==> src/rtl/lfsr_seq_ctrl.sv <==
// Round-robin sequencer sharing one external LFSR between two requesters: seed, then stream len+1 words.
// Optional abort input is compiled in with `define LFSR_SEQ_CTRL_ABORT_EN.
module lfsr_seq_ctrl #(
    parameter int WIDTH = 8
) (
    input  logic             clk,
    input  logic             rst_n,
    input  logic [1:0]       req,
    input  logic [WIDTH-1:0] seed0,
    input  logic [WIDTH-1:0] seed1,
    input  logic [7:0]       len0,
    input  logic [7:0]       len1,
    output logic [1:0]       gnt,
    output logic [1:0]       done,
    output logic [WIDTH-1:0] lfsr_data,
    output logic             lfsr_load_n,
    output logic             lfsr_cen,
    input  logic [WIDTH-1:0] lfsr_count,
    output logic             out_valid,
    input  logic             out_ready,
`ifdef LFSR_SEQ_CTRL_ABORT_EN
    input  logic             abort,
`endif
    output logic [WIDTH-1:0] out_data,
    output logic             out_id,
    output logic             out_last
);

    typedef enum logic [1:0] {
        S_IDLE,
        S_SEED,
        S_RUN
    } state_t;

    state_t           r_state;
    state_t           w_next_state;
    logic [1:0]       r_gnt;
    logic             r_idx;
    logic             r_ptr;
    logic [WIDTH-1:0] r_seed_cap;
    logic [7:0]       r_len_cap;
    logic [7:0]       r_cnt;

    logic             w_any_req;
    logic             w_sel;
    logic [WIDTH-1:0] w_seed_sel;
    logic [7:0]       w_len_sel;
    logic             w_abort;
    logic             w_fire;
    logic             w_end;

`ifdef LFSR_SEQ_CTRL_ABORT_EN
    // Abort only has meaning while a burst owns the LFSR.
    assign w_abort = abort && (r_state != S_IDLE);
`else
    assign w_abort = 1'b0;
`endif

    // r_ptr names the requester that wins a tie; it points away from the last one served.
    assign w_any_req  = |req;
    assign w_sel      = req[r_ptr] ? r_ptr : ~r_ptr;
    assign w_seed_sel = w_sel ? seed1 : seed0;
    assign w_len_sel  = w_sel ? len1 : len0;

    assign w_fire = (r_state == S_RUN) && out_ready && !w_abort;
    assign w_end  = (w_fire && (r_cnt == 8'd0)) || w_abort;

    // State register; the active-high level on rst_n is the asynchronous reset.
    always_ff @(posedge clk or posedge rst_n) begin
        if (rst_n) begin
            r_state <= S_IDLE;
        end else begin
            // NOTE: sequential state uses non-blocking assignment so every register samples pre-edge values.
            r_state <= w_next_state;
        end
    end

    always_comb begin
        // NOTE: defaults first so no path through the case leaves a signal unassigned (no latches).
        w_next_state = r_state;
        unique case (r_state)
            S_IDLE: if (w_any_req) w_next_state = S_SEED;
            S_SEED: w_next_state = w_abort ? S_IDLE : S_RUN;
            S_RUN:  if (w_end) w_next_state = S_IDLE;
            default: w_next_state = S_IDLE;
        endcase
    end

    always_ff @(posedge clk or posedge rst_n) begin
        if (rst_n) begin
            r_gnt      <= 2'b00;
            r_idx      <= 1'b0;
            r_ptr      <= 1'b0;
            r_seed_cap <= '0;
            r_len_cap  <= 8'd0;
            r_cnt      <= 8'd0;
        end else begin
            if ((r_state == S_IDLE) && w_any_req) begin
                r_idx      <= w_sel;
                r_gnt      <= w_sel ? 2'b10 : 2'b01;
                // An all-zero seed would lock the LFSR up.
                r_seed_cap <= (w_seed_sel == '0) ? WIDTH'(1) : w_seed_sel;
                r_len_cap  <= w_len_sel;
            end
            if (r_state == S_SEED) begin
                r_cnt <= r_len_cap;
            end else if (w_fire && (r_cnt != 8'd0)) begin
                r_cnt <= r_cnt - 8'd1;
            end
            if (w_end) begin
                r_gnt <= 2'b00;
                r_ptr <= ~r_idx;
            end
        end
    end

    always_comb begin
        gnt         = r_gnt;
        out_id      = r_idx;
        out_data    = lfsr_count;
        out_valid   = (r_state == S_RUN) && !w_abort;
        out_last    = out_valid && (r_cnt == 8'd0);
        lfsr_cen    = out_valid && out_ready;
        lfsr_load_n = (r_state != S_SEED);
        // The LFSR loads data XOR count, so pre-XOR the seed with the current count.
        lfsr_data   = (r_state == S_SEED) ? (r_seed_cap ^ lfsr_count) : '0;
        done        = 2'b00;
        if (w_end) done = r_idx ? 2'b10 : 2'b01;
    end

endmodule

==> config.mk <==
export PLATFORM = sky130hd
export DESIGN_NAME = lfsr_seq_ctrl
export DESIGN_NICKNAME = d
export VERILOG_FILES = /design/src/rtl/lfsr_seq_ctrl.sv
export SDC_FILE = /design/constraint.sdc
export NUM_CORES = 1
export LEC_CHECK = 0
export ABC_AREA = 0
export CELL_PAD_IN_SITES_DETAIL_PLACEMENT = 1
export CELL_PAD_IN_SITES_GLOBAL_PLACEMENT = 1
export CORE_MARGIN = 8
export CORE_UTILIZATION = 29
export CTS_CLUSTER_DIAMETER = 50
export CTS_CLUSTER_SIZE = 12
export DETAILED_ROUTE_END_ITERATION = 8
export PLACE_DENSITY_LB_ADDON = 0.08
export SLEW_MARGIN = 20
export SYNTH_ARGS = -nofsm -noshare
export SYNTH_HDL_FRONTEND = slang
export SYNTH_SLANG_ARGS = --single-unit
==> constraint.sdc <==
create_clock -name clk -period 1.8 [get_ports clk]
set_input_delay 0.18 -clock clk [delete_from_list [all_inputs] [get_ports clk]]
set_output_delay 0.18 -clock clk [all_outputs]
set_load 0.05 [all_outputs]
# ---- Word-level counts from Yosys, hierarchy flattened
# Cells that the tools add are included.
dict set report word_totals {
  ff_bits 30
  in_bits 45
  out_inout_bits 25
  word_cells 47
}
dict set report classes {
  eq_ne 5
  order_cmp 1
  addsub 1
  reduce_logical 13
  bitwise_logic 3
  muxes 17
}
# operator count
set op_table {}
lappend op_table {{8-bit 2-to-1 mux} 6}
lappend op_table {{8-bit zero test} 2}
lappend op_table {{2-bit 2-to-1 mux} 7}
lappend op_table {{8-bit nonzero test} 1}
lappend op_table {{8-bit by 1-bit subtractor with 8-bit output (second input constant)} 1}
lappend op_table {{8-bit bitwise XOR} 1}
lappend op_table {{2-bit case mux with 3 select lines} 1}
lappend op_table {{1-bit logical AND} 5}
lappend op_table {{2-bit by 1-bit != test with 1-bit output (second input constant)} 2}
lappend op_table {{2-bit nonzero test} 2}
lappend op_table {{1-bit 2-to-1 mux} 3}
lappend op_table {{2-bit by 1-bit equality test with 1-bit output (second input constant)} 1}
lappend op_table {{2-bit equality test (second input constant)} 1}
lappend op_table {{2-bit zero test} 1}
lappend op_table {{1-bit by 2-bit < comparator with 1-bit output (second input constant)} 1}
lappend op_table {{2-bit != test (second input constant)} 1}
lappend op_table {{1-bit NOT} 2}
lappend op_table {{2-bit AND reduction} 1}
lappend op_table {{2-bit OR reduction} 1}

# ---- Depth between registers and ports, before layout
# Gate-level depths: netlist of run 1.
dict set report depth {
  ltp_word 6
  depth_mapped 7
  mapped_depth_nobuf 6
}

# ---- Least setup slack after synthesis of run 1
# Ideal clock, no wire load.
dict set report synth_timing {
  kind {flip-flop to output port}
  startpoint {register r_state[0]}
  endpoint {output port done[0]}
  required_time_ns 1.620
  path_buffers 0
  t_arrival_ns 1.950
  slack_ns -0.330
  stages_incl_launch_ff 5
  cell_sequence {dfrtp_1 nand3b_1 inv_1 and3_2 nor2b_1}
}
dict set report synth_via {
  elab_chain_cells 4
}
# element line_no
set synth_rtl {}
lappend synth_rtl {{start: declaration} 35} ;# state_t r_state;
lappend synth_rtl {{start signal: assignment} 74} ;# r_state <= w_next_state;
lappend synth_rtl {{2-bit equality test} -}
lappend synth_rtl {{1-bit logical AND} -}
lappend synth_rtl {{via lfsr_cen} 17} ;# output logic lfsr_cen,
lappend synth_rtl {{1-bit logical AND} 66} ;# assign w_end = (w_fire && (r_cnt == 8'd0)) || w_abort;
lappend synth_rtl {{2-bit 2-to-1 mux} 128} ;# if (w_end) done = r_idx ? 2'b10 : 2'b01;
lappend synth_rtl {{end: declaration} 14} ;# output logic [1:0] done,
# The timed path passes the listed nets, and every way through them passes these cells.

# ---- Worst setup path in the final report of run 1
dict set report layout_timing {
  startpoint {register r_cnt[0]}
  endpoint {output port done[0]}
}
dict set report layout_via {
  elab_chain_cells 3
}
# element line_no
set layout_rtl {}
lappend layout_rtl {{start: declaration} 42} ;# logic [7:0] r_cnt;
lappend layout_rtl {{start signal: assignment} 106} ;# r_cnt <= r_len_cap;
lappend layout_rtl {{start signal: assignment} 108} ;# r_cnt <= r_cnt - 8'd1;
lappend layout_rtl {{8-bit zero test} 66}
lappend layout_rtl {{1-bit logical AND} 66}
lappend layout_rtl {{2-bit 2-to-1 mux} 128}
# Every way passes these cells.

==> impl_metrics.json, run 1 <==
{
  "rsz0062_at_grt": "true",
  "syn_area_per_cell_um2": 9.590,
  "dr.pass1.iters": 4,
  "wl_per_cell_um": 15.45,
  "start_util": 0.2966,
  "skew_ns": 0.002942,
  "power.leakage_nw": 1.273,
  "htreeDepth": 2,
  "fmax_mhz": 533.4,
  "p_per_area_nw_per_um2": 1559,
  "die_w_um": 93.58,
  "dieArea_um2": 8757,
  "synth_area_leaders": "dfrtp_1, mux2i_1, nand2_1",
  "final_area_um2": 2885,
  "clk_path_buf_depth": 2,
  "nFillCells": 680,
  "place_area_um2": 2669,
  "clkTransAtPathRegs_ns": 0.07,
  "crit_path_max_incr_delay_ns": 0.39,
  "ios": 70,
  "hold_violations": 0,
  "violations": "setup timing",
  "ir_drop_mv": 0.6570,
  "viasPerCell": 4.701,
  "reg2reg_depth": 7,
  "antenna_cells": 0,
  "setup_viol": 3,
  "worst_path_max_delay_cell": "dfrtp_1",
  "worst-path-stages": 7,
  "crit_chain": "inv_2 -> ha_4 -> nor3b_4 -> buf_4 -> and3_4 -> nor2b_4 -> buf_12",
  "worst_pin_slew_ns": 0.4995,
  "fp.dieH_um": 93.58,
  "relSlewSlack": 0.6660,
  "antenna_found_initial": 0,
  "critical_path_arrival_ns": 1.69,
  "drt_iter0_drc": 40,
  "totalWireLength_mm": 5.268,
  "critPathKind": "flop to output pin",
  "post-route-min-period_ns": 1.875,
  "antenna_left": 0,
  "area_growth_pct": 65.30,
  "final.setup.worst_slack_ns": -0.07480,
  "synthesis.nets": 229,
  "outcome": "complete, but fails checks",
  "grt-ovfl-total": 0,
  "vias": 1603,
  "grt_pass1_wl_mm": 8.866,
  "yosys.cell_types.count": 43,
  "crit_family": "simple AND/OR/NAND/NOR gates",
  "start_kind": "flop",
  "drv_cap": 0,
  "route.detailed.drc": 0,
  "fin_crit_sh": 1.042,
  "cts.sinks": 30,
  "ys_seq_area_frac": 0.4301,
  "netlist_instances": 182,
  "coreArea_um2": 5886,
  "cts_tree": "built",
  "tns_ns": -0.1866,
  "fp-row-count": 28,
  "port_buffers": 69,
  "grt_pass1_vias": 1760,
  "grtUsageTotal": 0.1261,
  "dpl_worst_slack_ns": -0.03380,
  "netlist_area_um2": 1745,
  "clk_latency_ns": 0.28,
  "synth_seq_cells": 30,
  "numCtsBuffers": 5,
  "crit_buf_inv": 3,
  "slew_viol_final": 0,
  "endpoint_kind": "output pin",
  "grt_max_degree": 35,
  "dp_hpwl_mm": 3.994,
  "holdWs_ns": 0.2836,
  "gp_congestion": 0.7154,
  "hp-class": "input pin to asynchronous set/reset pin",
  "netlist.area_leader.share": 0.4301,
  "mostFrequentLayoutCell": "clkdlybuf4s50_1",
  "yosysWarnings": 0,
  "final_cell_mix": "clkdlybuf4s50_1, dfrtp_1, buf_4, nand2_1, mux2i_1",
  "synth.largest_area_cell": "dfrtp_1",
  "cts-root-buf": "clkbuf_8",
  "path_max_fanout": 3,
  "drive_above_1_share": 0.2857,
  "required_ns": 1.62,
  "nNetsFinal": 312
}
layer usage:
metal,GRT usage,part of all wire,vias up,wire length (um)
met2,0.2033,0.48,44,2530
li1,-,-,786,-
met3,0.05769,0.077,5,408
met5,0,0,-,0
met4,0.02774,0.0089,0,47
met1,0.1498,0.43,768,2282
final cells by class:
class                      instances  area, um^2  area share
timing repair buffer              91        1005      0.3482
multi-input combinational        129       913.4      0.3166
sequential                        30       752.0      0.2606
tap                               75       93.84     0.03252
clock buffer                       7       86.33     0.02992
inverter                           8       30.03     0.01041
clock inverter                     1       5.005    0.001735
stage by stage:
step             util  total power, mW  cells
3_3_place_gp   0.4534            3.698    324
2_1_floorplan       -            2.735    182
3_5_place_dp   0.4534            3.744    324
4_1_cts        0.4824            4.472    338
6_report       0.4902            4.498    341
5_1_grt        0.4902            4.831    341
worst reg2reg max path, stage by stage (launching register included):
cell and delay [ns]:
dfrtp_1 0.36, inv_2 0.06, ha_4 0.15, nor3b_4 0.14, buf_4 0.14, a21o_4 0.23, or4_4 0.49, a31oi_2 0.19
sequential cells by signal, indices dropped and copies added (netlist names):
| signal | flops |
|---|---|
| gnt | 2 |
| out_id | 1 |
| r_cnt | 8 |
| r_len_cap | 8 |
| r_ptr | 1 |
| r_seed_cap | 8 |
| r_state | 2 |
path summary, 6_finish.rpt:
path                               from            to  slack [ns]
min in group clk           r_len_cap[4]  r_len_cap[4]        0.49
max in group asynchronous         rst_n      r_cnt[4]        1.19
max                            r_cnt[0]       done[0]       -0.07
min                               rst_n         r_ptr        0.28
min reg2reg                r_len_cap[4]  r_len_cap[4]        0.49
max reg2reg                    r_cnt[0]      r_cnt[5]       -0.05
timing repair:
action                     4_1_cts  5_1_grt
setup endpoints to repair        5       12
hold buffers                     0        0
resized for setup               10        8
pin swaps                        4        2
buffers inserted                 6        3
synth_stat cells (all sizes together):
| cell type | instances |
|---|---|
| o311ai | 2 |
| and2b | 1 |
| nor2 | 17 |
| nor2b | 1 |
| a221o | 3 |
| nor3b | 1 |
| a32o | 1 |
| o21ai | 17 |
| buf | 11 |
| and2 | 2 |
| nand3 | 3 |
| nor3 | 5 |
| inv | 8 |
| a21oi | 2 |
| nand3b | 1 |
| or4 | 3 |
| nand2 | 23 |
| clkbuf | 4 |
| and3 | 2 |
| ha | 2 |
| mux2 | 1 |
| or2b | 1 |
| a31oi | 1 |
| o31ai | 2 |
| mux2i | 18 |
| o211ai | 2 |
| a21o | 1 |
| or3 | 1 |
| or2 | 1 |
| dfrtp | 30 |
| nor4 | 3 |
| xnor2 | 8 |
| nand2b | 4 |
logic make-up after synthesis:
kind of cell / after synthesis / share of synthesized area
adder cells (fa/ha/maj): 2 / 0.01433
buffers and inverters: 23 / 0.08387
AND/OR/NAND/NOR: 69 / 0.2022
multiplexers: 19 / 0.1118
flip-flops: 30 / 0.4301
XOR/XNOR: 8 / 0.04014
AO/OA/AOI/OAI: 31 / 0.1176
power breakdown:
| part | switching [mW] | total (mW) | leakage [nW] | internal, mW |
|---|---|---|---|---|
| Clock | 0.257 | 0.565 | 0.0482 | 0.308 |
| Sequential | 0.278 | 1.29 | 0.369 | 1.01 |
| Combinational | 1.38 | 2.65 | 0.857 | 1.27 |
| Total | 1.92 | 4.50 | 1.27 | 2.58 |
No activity file was read; power rests on OpenSTA's default activity.
==> run 2: changes to the inputs <==
--- a/config.mk
+++ b/config.mk
@@ -9,11 +9,12 @@
 export CELL_PAD_IN_SITES_DETAIL_PLACEMENT = 1
 export CELL_PAD_IN_SITES_GLOBAL_PLACEMENT = 1
 export CORE_MARGIN = 8
-export CORE_UTILIZATION = 29
+export CORE_UTILIZATION = 32
 export CTS_CLUSTER_DIAMETER = 50
 export CTS_CLUSTER_SIZE = 12
 export DETAILED_ROUTE_END_ITERATION = 8
-export PLACE_DENSITY_LB_ADDON = 0.08
+export MAX_ROUTING_LAYER = met4
+export PLACE_DENSITY_LB_ADDON = 0.1
 export SLEW_MARGIN = 20
 export SYNTH_ARGS = -nofsm -noshare
 export SYNTH_HDL_FRONTEND = slang
==> constraint.sdc (replaced) <==
create_clock -name clk -period 1.83 [get_ports clk]
set_input_delay 0.183 -clock clk [delete_from_list [all_inputs] [get_ports clk]]
set_output_delay 0.183 -clock clk [all_outputs]
set_load 0.05 [all_outputs]
==> impl_metrics.json, run 2 (same netlist as run 1, synthesis figures left out) <==
{
  "cts.sinks": 30,
  "rsz0062_at_grt": "true",
  "drt_iter0_drc": 25,
  "drive_above_1_share": 0.2910,
  "power.leakage_nw": 1.274,
  "critical_path_arrival_ns": 1.72,
  "wl_per_cell_um": 15.20,
  "crit_buf_inv": 3,
  "vias": 1604,
  "final.setup.worst_slack_ns": -0.07013,
  "nNetsFinal": 314,
  "fp.dieH_um": 89.86,
  "final_cells": 340,
  "switchingPower_mw": 1.892,
  "hp-class": "input pin to asynchronous set/reset pin",
  "nFillCells": 600,
  "route.detailed.drc": 0,
  "dp_hpwl_mm": 4.032,
  "start_util": 0.3249,
  "coreArea_um2": 5371,
  "path_max_fanout": 3,
  "hold_violations": 0,
  "ir_drop_mv": 0.6732,
  "place_area_um2": 2658,
  "switching_share": 0.4266,
  "grt_pass1_vias": 1838,
  "antenna_found_initial": 0,
  "power_frac_seq": 0.283,
  "mostFrequentLayoutCell": "clkdlybuf4s50_1",
  "grtUsageTotal": 0.1336,
  "die_w_um": 89.86,
  "antenna_left": 0,
  "cts_hold_buf": 0,
  "crit_family": "simple AND/OR/NAND/NOR gates",
  "final_area_um2": 2870,
  "cts-root-buf": "clkbuf_8",
  "internal-power_mw": 2.543,
  "clkTransAtPathRegs_ns": 0.07,
  "setup_viol": 2,
  "ios": 70,
  "numCtsBuffers": 5,
  "crit_chain": "inv_2 -> ha_4 -> nor3b_4 -> buf_4 -> and3_4 -> nor2b_4 -> buf_12",
  "grt-ovfl-total": 0,
  "pwr-share-comb": 0.590,
  "fin_crit_sh": 1.038,
  "grt_max_degree": 31,
  "fp-row-count": 27,
  "slew_viol_final": 0,
  "clk_path_buf_depth": 2,
  "critPathKind": "flop to output pin",
  "drv_cap": 0,
  "worst_path_max_delay_cell": "dfrtp_1",
  "start_kind": "flop",
  "utilization": 0.5344,
  "port_buffers": 69,
  "htreeDepth": 2,
  "endpoint_kind": "output pin",
  "largestRegisters": "r_cnt (8), r_len_cap (8), r_seed_cap (8)",
  "totalWireLength_mm": 5.167,
  "skew_ns": 0.01051,
  "cts_tree": "built",
  "crit_path_max_incr_delay_ns": 0.39,
  "grt_pass1_wl_mm": 8.763,
  "post-route-min-period_ns": 1.900,
  "relSlewSlack": 0.6560,
  "clk_latency_ns": 0.28,
  "gp_congestion": 0.7294,
  "violations": "setup timing",
  "dieArea_um2": 8074,
  "dr.pass1.iters": 4,
  "fmax_mhz": 526.3,
  "antenna_cells": 0,
  "clockPowerShare": 0.127,
  "outcome": "complete, but fails checks",
  "dp.cells": 324,
  "area_growth_pct": 64.44,
  "worst_pin_slew_ns": 0.5143,
  "p_per_area_nw_per_um2": 1545,
  "final_cell_mix": "clkdlybuf4s50_1, buf_4, dfrtp_1, nand2_1, mux2i_1",
  "required_ns": 1.65,
  "viasPerCell": 4.718
}
-- run 2: cell types whose count changed in the layout (fill, tap and decap cells not counted), sizes merged --
cell / delta
buf: +2
clkbuf: -1
clkinvlp: +1
-- run 2: tightest hold or removal path: cells and delay by family --
family	cells	cell delay (ns)
buffers and inverters	3	0.80
-- run 2: cell type report --
cell class | instances | area, um^2 | area share
Clock inverter | 2 | 12.51 | 0.004359
Multi-Input combinational cell | 129 | 909.6 | 0.3169
Tap cell | 72 | 90.09 | 0.03139
Sequential cell | 30 | 750.7 | 0.2616
Timing Repair Buffer | 93 | 994.7 | 0.3466
Inverter | 8 | 30.03 | 0.01046
Clock buffer | 6 | 82.58 | 0.02877
-- run 2: metrics by stage --
stage	hold WS [ns]	setup WS [ns]	TNS, ns	power, mW
4_1_cts	0.2961	-0.04692	-0.08205	4.392
2_1_floorplan	0.2738	-0.1133	-0.9594	2.683
3_3_place_gp	0.4672	-0.001815	-0.001815	3.617
3_5_place_dp	0.4739	-0.04898	-0.05573	3.671
6_report	0.2845	-0.07013	-0.1215	4.435
5_1_grt	0.3484	-0.1702	-0.4645	4.753
-- run 2: worst paths after layout --
path | start | end | slack, ns | cells past startpoint
max | r_cnt[0] | done[0] | -0.07 | 7
min | rst_n | r_cnt[7] | 0.28 | 3
max reg2reg | r_cnt[3] | r_cnt[7] | 0.01 | 5
min reg2reg | r_len_cap[4] | r_len_cap[4] | 0.49 | 2
max in group asynchronous | rst_n | r_seed_cap[3] | 1.26 | 3
min in group clk | r_len_cap[4] | r_len_cap[4] | 0.49 | 2
-- run 2: repair_timing --
action | CTS | global route
endpoints found under the setup margin | 4 | 14
gates cloned | 0 | 0
endpoints found under the hold margin | 0 | 0
pin swaps | 2 | 4
setup buffers | 6 | 2
resized for setup | 10 | 8
-- run 2: per-layer routing --
layer / track usage / vias to the layer above / wire (um)
li1: - / 791 / -
met1: 0.1556 / 757 / 2204
met2: 0.2147 / 49 / 2589
met3: 0.04489 / 7 / 305
met4: 0.03745 / 0 / 68
met5: - / - / 0
-- run 2: power by group through the flow --
stage	Clock (mW)	Combinational (mW)	Sequential (mW)
6_report	0.562	2.62	1.25
5_1_grt	0.602	2.85	1.31
4_1_cts	0.579	2.56	1.26
3_5_place_dp	0	2.42	1.25
3_3_place_gp	0	2.38	1.24
2_1_floorplan	0	1.37	1.31
==> run 3: changes to the inputs <==
--- a/config.mk
+++ b/config.mk
@@ -9,7 +9,7 @@
 export CELL_PAD_IN_SITES_DETAIL_PLACEMENT = 1
 export CELL_PAD_IN_SITES_GLOBAL_PLACEMENT = 1
 export CORE_MARGIN = 8
-export CORE_UTILIZATION = 32
+export CORE_UTILIZATION = 25
 export CTS_CLUSTER_DIAMETER = 50
 export CTS_CLUSTER_SIZE = 12
 export DETAILED_ROUTE_END_ITERATION = 8
==> impl_metrics.json, run 3 (same netlist as run 1, synthesis figures left out) <==
{
  "outcome": "complete, but fails checks",
  "violations": "setup timing",
  "hp-class": "input pin to asynchronous set/reset pin",
  "fp.dieH_um": 99.56,
  "mostFrequentLayoutCell": "clkdlybuf4s50_1",
  "grtUsageTotal": 0.1157,
  "wl_per_cell_um": 15.03,
  "dp_hpwl_mm": 4.232,
  "cts_tree": "built",
  "switching_share": 0.4260,
  "crit_path_max_incr_delay_ns": 0.39,
  "ios": 70,
  "final.setup.worst_slack_ns": -0.05981,
  "tns_ns": -0.1168,
  "power_frac_seq": 0.278,
  "post-route-min-period_ns": 1.890,
  "crit_chain": "inv_2 -> ha_4 -> nor3b_4 -> buf_4 -> and3_4 -> nor2b_4 -> buf_12",
  "crit_family": "simple AND/OR/NAND/NOR gates",
  "drive_above_1_share": 0.3015,
  "dieArea_um2": 9911,
  "gp_congestion": 0.7768,
  "rsz0062_at_grt": "true",
  "power.leakage_nw": 1.290,
  "nNetsFinal": 318,
  "worst_pin_slew_ns": 0.5151,
  "totalWireLength_mm": 5.530,
  "vias": 1619,
  "pwr-share-comb": 0.600,
  "antenna_found_initial": 0,
  "dr.pass1.iters": 2,
  "grt_max_degree": 35,
  "grt_pass1_wl_mm": 8.901,
  "holdWs_ns": 0.2873,
  "ir_drop_mv": 0.4976,
  "hold_violations": 0,
  "largestRegisters": "r_cnt (8), r_len_cap (8), r_seed_cap (8)",
  "drt_iter0_drc": 28,
  "port_buffers": 69,
  "coreArea_um2": 6794,
  "path_max_fanout": 3,
  "clkTransAtPathRegs_ns": 0.07,
  "critical_path_arrival_ns": 1.71,
  "numCtsBuffers": 5,
  "clk_path_buf_depth": 2,
  "slew_viol_final": 0,
  "antenna_cells": 0,
  "cts.sinks": 30,
  "cts_hold_buf": 0,
  "cts-root-buf": "clkbuf_8",
  "drv_cap": 0,
  "area_growth_pct": 68.24,
  "die_w_um": 99.56,
  "fin_crit_sh": 1.033,
  "setup_viol": 3,
  "crit_buf_inv": 3,
  "internal-power_mw": 2.596,
  "grt_pass1_vias": 1859,
  "start_util": 0.2569,
  "route.detailed.drc": 0,
  "htreeDepth": 2,
  "nFillCells": 774,
  "critPathKind": "flop to output pin",
  "endpoint_kind": "output pin",
  "fp-row-count": 30,
  "p_per_area_nw_per_um2": 1540,
  "start_kind": "flop",
  "final_cell_mix": "clkdlybuf4s50_1, buf_4, dfrtp_1, nand2_1, mux2i_1",
  "viasPerCell": 4.399,
  "switchingPower_mw": 1.927,
  "required_ns": 1.65,
  "relSlewSlack": 0.6555,
  "clk_latency_ns": 0.28,
  "clockPowerShare": 0.122,
  "fmax_mhz": 529.2,
  "antenna_left": 0,
  "skew_ns": 0.007577,
  "worst_path_max_delay_cell": "dfrtp_1",
  "grt-ovfl-total": 0
}
run 3: cell types whose count changed in the layout (fill, tap and decap cells not counted), sizes merged:
cell	before	now
buf	46	49
a21o	1	2
clkbuf	6	7
clkinvlp	1	0
run 3: per-layer routing:
| metal | part of all wire | routed length, um | global-route usage | vias to the layer above |
|---|---|---|---|---|
| li1 | - | - | - | 805 |
| met1 | 0.45 | 2494 | 0.1356 | 766 |
| met2 | 0.48 | 2674 | 0.1834 | 43 |
| met3 | 0.054 | 299 | 0.04120 | 5 |
| met4 | 0.011 | 61 | 0.03143 | 0 |
| met5 | 0 | 0 | - | - |
run 3: stage by stage:
step                area (um^2)  instances  power, mW  utilization  setup slack (ns)
floorplan                  1749        182      2.683            -           -0.1133
global placement           2700        348      3.696       0.3974          -0.03142
detailed placement         2700        348      3.734       0.3974          -0.09078
CTS                        2883        362      4.500       0.4243          -0.05428
global route               2937        368      4.851       0.4322           -0.1399
finish                     2937        368      4.523       0.4322          -0.05981
run 3: worst paths after layout:
check,start,to,slack [ns],cells past startpoint
min in group clk,r_len_cap[0],r_len_cap[0],0.49,2
setup / recovery,r_cnt[1],done[0],-0.06,7
setup reg to reg,r_cnt[1],r_cnt[7],-0.01,7
hold reg to reg,r_len_cap[0],r_len_cap[0],0.49,2
hold / removal,rst_n,r_ptr,0.29,3
max in group asynchronous,rst_n,r_len_cap[1],1.25,3
run 3: timing repair:
| item | in CTS | in global routing |
|---|---|---|
| setup endpoints to repair | 9 | 10 |
| buffers inserted | 6 | 5 |
| pin swaps | 2 | 3 |
| resized for setup | 14 | 3 |
| cloned | 0 | 1 |
run 3: power groups by stage:
stage	sequential, mW	combinational, mW	clock, mW
after floorplan	1.31	1.37	0
after global placement	1.25	2.45	0
after detailed placement	1.25	2.48	0
after CTS	1.26	2.66	0.581
after global routing	1.30	2.95	0.602
final	1.26	2.71	0.553
run 3: final cells by class:
class | instances | area, um^2 | share of cell area
timing repair buffer | 96 | 1026 | 0.3494
multi-input combinational | 130 | 918.4 | 0.3127
sequential | 30 | 750.7 | 0.2556
tap | 96 | 120.1 | 0.04090
clock buffer | 7 | 86.33 | 0.02940
inverter | 8 | 30.03 | 0.01023
clock inverter | 1 | 5.005 | 0.001704
run 3: tightest hold or removal path, stage by stage:
cell and delay [ns]:
clkdlybuf4s50_1 0.40, inv_1 0.05, buf_4 0.35
==> patch, RTL diff (settings of run 2) <==
Reset style: synchronous (`rst_n`), changed in 2 clocked blocks. Comments in the files are not updated.
--- a/src/rtl/lfsr_seq_ctrl.sv
+++ b/src/rtl/lfsr_seq_ctrl.sv
@@ -66,7 +66,7 @@
     assign w_end  = (w_fire && (r_cnt == 8'd0)) || w_abort;
 
     // State register; the active-high level on rst_n is the asynchronous reset.
-    always_ff @(posedge clk or posedge rst_n) begin
+    always_ff @(posedge clk) begin
         if (rst_n) begin
             r_state <= S_IDLE;
         end else begin
@@ -86,7 +86,7 @@
         endcase
     end
 
-    always_ff @(posedge clk or posedge rst_n) begin
+    always_ff @(posedge clk) begin
         if (rst_n) begin
             r_gnt      <= 2'b00;
             r_idx      <= 1'b0;
Formal check against the unedited RTL: differs if rst_n is asserted again (counterexample within 4 cycles, from zero or initial values and one cycle with rst_n high); with rst_n held inactive, the same outputs for 10 cycles.
==> patch against run 2 <==
- cell count up 0.29%
- wire length up 6.5%
- core utilization grew 0.43 points
- synthesized cell count is 8.2% higher
- register-to-register slack improved by 250 ps
- sequential cell count is the same
- cell area is 4.8% lower
- clock skew shrank 5.6 ps
- setup slack gained 130 ps
- synthesized area shrank 3.9%
- critical endpoint unchanged
- largest cell class is now multi-input combinational cells
Power is not compared: it rests on default switching activity, and its combinational part moved more than twofold at a synthesized area within 25%.
==> patch: results (changes against run 2) <==
Global route
  – Vias in the first global route: 1859 (+1.1%)
  – First-pass GRT wire length: 8804 um (+0.47%)
  – Largest net degree at the start of global routing: 24 (-23%)
  – GRT Total Usage: 0.1496 (+0.01601)

Layout
  – # fillers: 580 (-3.3%)
  – NumNets Final: 317 (+0.96%)
  – Share of layout cells above drive strength 1: 0.2325 (-0.05857)

Synthesis
  – Distinct cell type count after synthesis: 41 (-4.7%)
  – Syn Inst Count: 197 (+8.2%)
  – Post-synth top flop: dfxtp_1
  – Net Count, Synth: 244 (+6.6%)

Critical path
  – Critical path fanouts, max: 6 (+3)
  – R2R setup slack: 260 ps (+250 ps)

Status
  – Status: finished, final reports clean

Route
  – Detailed Routing Iterations Pass 1: 3 (-1)
  – DR WL/cell: 16.14 um (+6.2%)
  – Drt first-iter violations: 45 (+80%)
  – Total wire length: 5503 um (+6.5%)

Place
  – Routability Congestion: 0.7918 (+8.6%)
  – Placed Cells: 327 (+0.93%)
  – Dpl ws: 29.61 ps (+78.60 ps)
  – Post-DP HPWL: 4233 um (+5.0%)
  – DP Area: 2551 um2 (-4.0%)

Min path
  – Hold Crit Class: reg2reg

STA
  – Final period util: 0.9663 (-0.07206)
  – Worst slew pin tran: 524.1 ps (+9.760 ps)
  – Clock Skews: 4.891 ps (-5.619 ps)
==> patch: cell types whose count changed in the layout (fill, tap and decap cells not counted), sizes merged, moves of 9 or more <==
cell and delta:
o21ai -16, a211oi +16, dfxtp +30, nor2 +15, dfrtp -30, buf -9, nand2 -11
==> patch: worst paths after layout <==
kind | from | endpoint | cells past startpoint
setup / recovery | r_cnt[4] | done[0] | 4
hold / removal | r_len_cap[6] | r_cnt[6] | 2
hold reg to reg | r_len_cap[6] | r_cnt[6] | 2
setup reg to reg | r_state[0] | r_cnt[6] | 7
==> patch: cell type report <==
| type | count | area (um2) | share of cell area |
|---|---|---|---|
| clock inverters | 1 | 5.005 | 0.001831 |
| clock buffers | 7 | 86.33 | 0.03158 |
| inverters | 6 | 28.78 | 0.01053 |
| multi-input cells | 143 | 984.7 | 0.3602 |
| repair buffers | 84 | 935.9 | 0.3423 |
| well taps | 70 | 87.58 | 0.03204 |
| flip-flops and latches | 30 | 605.6 | 0.2215 |
==> patch: logic make-up after synthesis <==
logic type      share of synthesized area
simple gates                       0.2522
compound gates                     0.1522
flops                              0.3582
buf+inv                           0.07909
mux                                0.1015
xor+xnor                          0.04179
fa+ha+maj                         0.01492
==> patch: metal layers <==
| layer | up-vias | share of wire | global-route usage |
|---|---|---|---|
| met2 | 35 | 0.51 | 0.2505 |
| met3 | 5 | 0.039 | 0.04457 |
| li1 | 846 | - | - |
| met5 | - | 0 | - |
| met4 | 0 | 0.0078 | 0.03687 |
| met1 | 780 | 0.45 | 0.1701 |
==> patch: power groups by stage <==
stage | sequential (uW) | combinational, uW | clock [uW]
finish | 793 | 852 | 555
global route | 802 | 917 | 604
CTS | 792 | 831 | 573
detailed placement | 804 | 818 | 0
global placement | 801 | 803 | 0
floorplan | 815 | 454 | 0
==> patch: what timing repair did <==
action | 4_1_cts | 5_1_grt
gates resized for setup | 7 | 10
setup buffers | 1 | 5
hold buffers | 0 | 0
setup endpoints to repair | 3 | 11
pin swaps | 1 | 1
==> patch: per-stage QoR <==
step | utilization | total power, uW | setup TNS [ps]
4_1_cts | 0.5256 | 2195 | 0
6_report | 0.5387 | 2200 | 0
3_3_place_gp | 0.5027 | 1604 | 0
2_1_floorplan | - | 1269 | -1193
3_5_place_dp | 0.5027 | 1622 | 0
5_1_grt | 0.5387 | 2324 | 0
==> patch: critical path, cell delays in order (launching register included) <==
cell	delay [ps]
dfxtp_1	380
nor3_4	310
and4_4	310
nor2b_4	170
buf_12	140
